### config.mk
export PLATFORM = sky130hd
export DESIGN_NAME = inst_loader
export DESIGN_NICKNAME = d
export VERILOG_FILES = /design/src/rtl/inst_loader.sv
export SDC_FILE = /design/constraint.sdc
export NUM_CORES = 1
export LEC_CHECK = 0
export CAP_MARGIN = 20
export CORE_MARGIN = 3
export CORE_UTILIZATION = 47
export CTS_CLUSTER_SIZE = 14
export DETAILED_ROUTE_END_ITERATION = 10
export HOLD_SLACK_MARGIN = 0.02
export PLACE_DENSITY = 0.81
export SYNTH_ARGS = -nofsm -noshare
export SYNTH_HDL_FRONTEND = slang
export SYNTH_SLANG_ARGS = --single-unit
### constraint.sdc
create_clock -name i_clk -period 1.85 [get_ports i_clk]
set_input_delay 0.2775 -clock i_clk [delete_from_list [all_inputs] [get_ports i_clk]]
set_output_delay 0.2775 -clock i_clk [all_outputs]
set_load 0.005 [all_outputs]
### src/rtl/inst_loader.sv
// Assembles big-endian bytes from the UART receiver into instruction words and
// writes them to IMEM, stopping after the HALT word or when IMEM runs out.
module inst_loader #(
    parameter int                 NB_DATA   = 8,
    parameter int                 INSBITS   = 32,
    parameter int                 ADDR_BITS = 8,
    parameter logic [INSBITS-1:0] HALT_WORD = 32'hFFFFFFFF
) (
    input  logic                 i_clk,
    input  logic                 i_reset,
    input  logic                 i_start,
    input  logic [NB_DATA-1:0]   i_rx_data,
    input  logic                 i_rx_valid,
    output logic                 o_wr_en,
    output logic [ADDR_BITS-1:0] o_wr_addr,
    output logic [INSBITS-1:0]   o_wr_data,
    output logic                 o_busy,
    output logic                 o_done,
    output logic                 o_overflow,
    output logic [ADDR_BITS:0]   o_inst_count
);

    localparam int NBYTES = INSBITS / NB_DATA;
    localparam int CNT_W  = (NBYTES > 1) ? $clog2(NBYTES) : 1;
    localparam logic [CNT_W-1:0] LAST_BYTE = CNT_W'(NBYTES - 1);

    typedef enum logic [2:0] {
        S_IDLE,
        S_RECV,
        S_WRITE,
        S_DONE,
        S_ERROR
    } state_t;

    state_t               state_q, state_d;
    logic [INSBITS-1:0]   shift_q, shift_d;
    logic [CNT_W-1:0]     byte_cnt_q, byte_cnt_d;
    logic [ADDR_BITS-1:0] addr_q, addr_d;
    logic [ADDR_BITS:0]   count_q, count_d;

    logic [INSBITS-1:0]   shift_in;
    assign shift_in = {shift_q[INSBITS-NB_DATA-1:0], i_rx_data};

    always_ff @(posedge i_clk) begin
        if (!i_reset) begin
            state_q    <= S_IDLE;
            shift_q    <= '0;
            byte_cnt_q <= '0;
            addr_q     <= '0;
            count_q    <= '0;
        end else begin
            state_q    <= state_d;
            shift_q    <= shift_d;
            byte_cnt_q <= byte_cnt_d;
            addr_q     <= addr_d;
            count_q    <= count_d;
        end
    end

    always_comb begin
        state_d    = state_q;
        shift_d    = shift_q;
        byte_cnt_d = byte_cnt_q;
        addr_d     = addr_q;
        count_d    = count_q;

        if (i_start) begin
            // A restart always wins; any byte arriving alongside it is discarded.
            state_d    = S_RECV;
            byte_cnt_d = '0;
            addr_d     = '0;
            count_d    = '0;
        end else begin
            case (state_q)
                S_RECV: begin
                    if (i_rx_valid) begin
                        shift_d = shift_in;
                        if (byte_cnt_q == LAST_BYTE) begin
                            byte_cnt_d = '0;
                            state_d    = S_WRITE;
                        end else begin
                            byte_cnt_d = byte_cnt_q + CNT_W'(1);
                        end
                    end
                end
                S_WRITE: begin
                    count_d = count_q + (ADDR_BITS+1)'(1);
                    if (shift_q == HALT_WORD) begin
                        state_d = S_DONE;
                    end else if (addr_q == '1) begin
                        state_d = S_ERROR;
                    end else begin
                        addr_d  = addr_q + ADDR_BITS'(1);
                        state_d = S_RECV;
                        // A byte landing during the write cycle opens the next word.
                        if (i_rx_valid) begin
                            shift_d    = shift_in;
                            byte_cnt_d = CNT_W'(1);
                        end
                    end
                end
                default: ;
            endcase
        end
    end

    always_comb begin
        o_wr_en      = (state_q == S_WRITE);
        o_wr_addr    = addr_q;
        o_wr_data    = shift_q;
        o_busy       = (state_q == S_RECV) || (state_q == S_WRITE);
        o_done       = (state_q == S_DONE);
        o_overflow   = (state_q == S_ERROR);
        o_inst_count = count_q;
    end

endmodule

==> metrics.cfg <==
[routing]
ant_nets=0
vias_per_cell=5.13
drtIter0Drc=56
dr.pass1.iters=4
drc=0
num_vias=2069
totalWireLength_um=5370
wl_per_cell_um=13.3

[grt]
grt_pass1_wl_um=8830
grt_max_degree=41
first_global_vias=1963
overflow=0
track_usage=0.181
grt_antenna_before_repair=0

[cts]
cts.clk_slew.worst_paths_ps=100
hold_buffers=0
cts_tree=yes
clock_path_buffers=2
clk_latency_ps=300
cts_root_buf=clkbuf_8
cts.htree.levels=2
numCtsBuffers=5
cts_sinks=54

[yosys]
yosysTopAreaCell=dfxtp_1
netlist_instances=246
synth_commonest_cells=nand2_1 (57), dfxtp_1 (54), mux2i_1 (35)
synth_ff_type=dfxtp_1
synth_edf_count=0
synth_warnings=0
syn_nets=261
seq_area_frac_synth=0.462
ys_async_sr_fraction=0
synth.area.top_cells=dfxtp_1 (46%), mux2i_1 (15%), nand2_1 (9.1%)
syn-mean-instance-area_um2=9.52
synth_area_um2=2340
synth_top_area_frac=0.462
ys_ff_latch=54
synth_cell_type_count=35
synth_most_common_cell=nand2_1

[timing]
finalClockSkew_ps=5.09
post-route-period-util=0.967
hold_viol_final=0
setup_slack_ps=60.4
rsz0062_at_grt=yes
setup-violations-final=0
worst_pin_slew_ps=355
drv_slew=0
slew_headroom=0.763
fmax_mhz=559
fin_crit_ps=1790

[setup_path]
cp_max_fo=5
worstSetupEndpointType=output pin
worst-r2r-cell-count=6
worstSetupStartpoint=state_q[2]
critPathKind=reg -> out
rrSetupSlack_ps=110
start_kind=flop
timing.rr.start=o_wr_data[7]
required_ps=1570
cp.arrival_ps=1510
crit_path_end=o_overflow
reg2reg_to=o_wr_addr[5]

[placed_design]
place_hpwl_um=3970
place_congestion=0.881
port_buffers=64
place_ws_ps=77.6

[job]
cap_viol_max_count=0

[pwr]
p_per_area_nw_per_um2=602
p_total_mw=2.03
leakage_nw=1.44
peakVddDrop_uv=400

[floorplan]
num_rows=25
start_util=0.493
dieArea_um2=5870
coreArea_um2=4750
pin_count=65
die_y_um=76.6
die_w_um=76.6

[min_path]
hold_class=reg -> reg

[finish]
postLayoutCoreUtil=0.708
drive_above_1_share=0.182
nNetsFinal=350
area_delta_synth_final_pct=43.6
fill_cells=397
num_antenna_cells=0

[run_status]
status=finished clean

[state kept, by name (all words and copies together) (netlist names)]
| register | count |
|---|---|
| state_q | 3 |
| o_wr_addr | 8 |
| o_inst_count | 9 |
| o_wr_data | 32 |
| byte_cnt_q | 2 |
[worst max-delay path: stages (launching register included)]
cell and delay (ps):
dfxtp_2 390, nor3b_1 270, clkdlybuf4s50_1 550
[per-stage QoR]
stage | TNS, ps | cells | cell area, um2 | hold WS (ps)
2_1_floorplan | 0 | 246 | 2340 | 414
3_3_place_gp | 0 | 387 | 3170 | 449
3_5_place_dp | 0 | 387 | 3170 | 466
4_1_cts | 0 | 396 | 3280 | 479
5_1_grt | -326 | 403 | 3360 | 494
6_report | 0 | 403 | 3360 | 474
[worst min path at each step]
| stage | from | slack [ps] | cells past startpoint | endpoint |
|---|---|---|---|---|
| after floorplan | i_start | 410 | 1 | state_q[0] |
| after global placement | byte_cnt_q[1] | 450 | 2 | byte_cnt_q[1] |
| after detailed placement | byte_cnt_q[1] | 470 | 2 | byte_cnt_q[1] |
| after CTS | byte_cnt_q[1] | 480 | 2 | byte_cnt_q[1] |
| after global routing | o_wr_data[27] | 490 | 2 | o_wr_data[27] |
| final | byte_cnt_q[1] | 470 | 2 | byte_cnt_q[1] |
[layout by cell type, fill, tap and decap left out, types with 3 or more instances in the layout]
master and instances:
nand2_1 57, nand3_1 5, nor2_1 9, buf_4 27
mux2i_1 34, or3_1 5, or4_1 5, inv_1 3
xor2_1 5, clkdlybuf4s50_1 62, o21ai_0 6, dfxtp_1 42
nand4_1 10, a21oi_1 12, dfxtp_2 12, clkbuf_8 7
ha_1 3
[kinds of logic (layout without fill, tap and decap cells)]
family,count (synthesis),in the layout,synth area share
AO/OA/AOI/OAI,29,29,0.0833
XOR/XNOR,6,6,0.0224
adder cells (fa/ha/maj),3,3,0.0160
buffers and inverters,14,104,0.0401
flip-flops,54,54,0.462
multiplexers,35,35,0.150
AND/OR/NAND/NOR,105,105,0.227
[what timing repair did]
action | 4_1_cts | 5_1_grt
cloned | 0 | 0
buffers inserted | 1 | 7
resized for setup | 4 | 14
pin swaps | 0 | 7
endpoints found under the setup margin | 3 | 38
[cell type report]
| cell class | instances | area (um2) | share of cell area |
|---|---|---|---|
| clock buffer | 7 | 96.3 | 0.0286 |
| clock inverter | 1 | 8.76 | 0.00260 |
| inverter | 3 | 11.3 | 0.00335 |
| multi-input combinational | 178 | 1190 | 0.353 |
| sequential | 54 | 1100 | 0.326 |
| tap | 67 | 83.8 | 0.0249 |
| timing repair buffer | 93 | 881 | 0.262 |
[power by group]
| group | total, mW | switching (mW) | leakage, nW | internal, mW |
|---|---|---|---|---|
| Sequential | 1.18 | 0.00678 | 0.442 | 1.17 |
| Clock | 0.728 | 0.384 | 0.0544 | 0.344 |
| Combinational | 0.123 | 0.0580 | 0.944 | 0.0648 |
[layer usage]
| metal | part of all wire | vias up | track usage | wire length, um |
|---|---|---|---|---|
| met3 | 0.064 | 0 | 0.0603 | 342 |
| met4 | 0 | 0 | 0.0272 | 0 |
| met1 | 0.44 | 961 | 0.214 | 2350 |
| li1 | - | 1050 | - | - |
| met2 | 0.50 | 58 | 0.324 | 2680 |
| met5 | 0 | - | 0 | 0 |
Power figures use the tool's default switching activity.
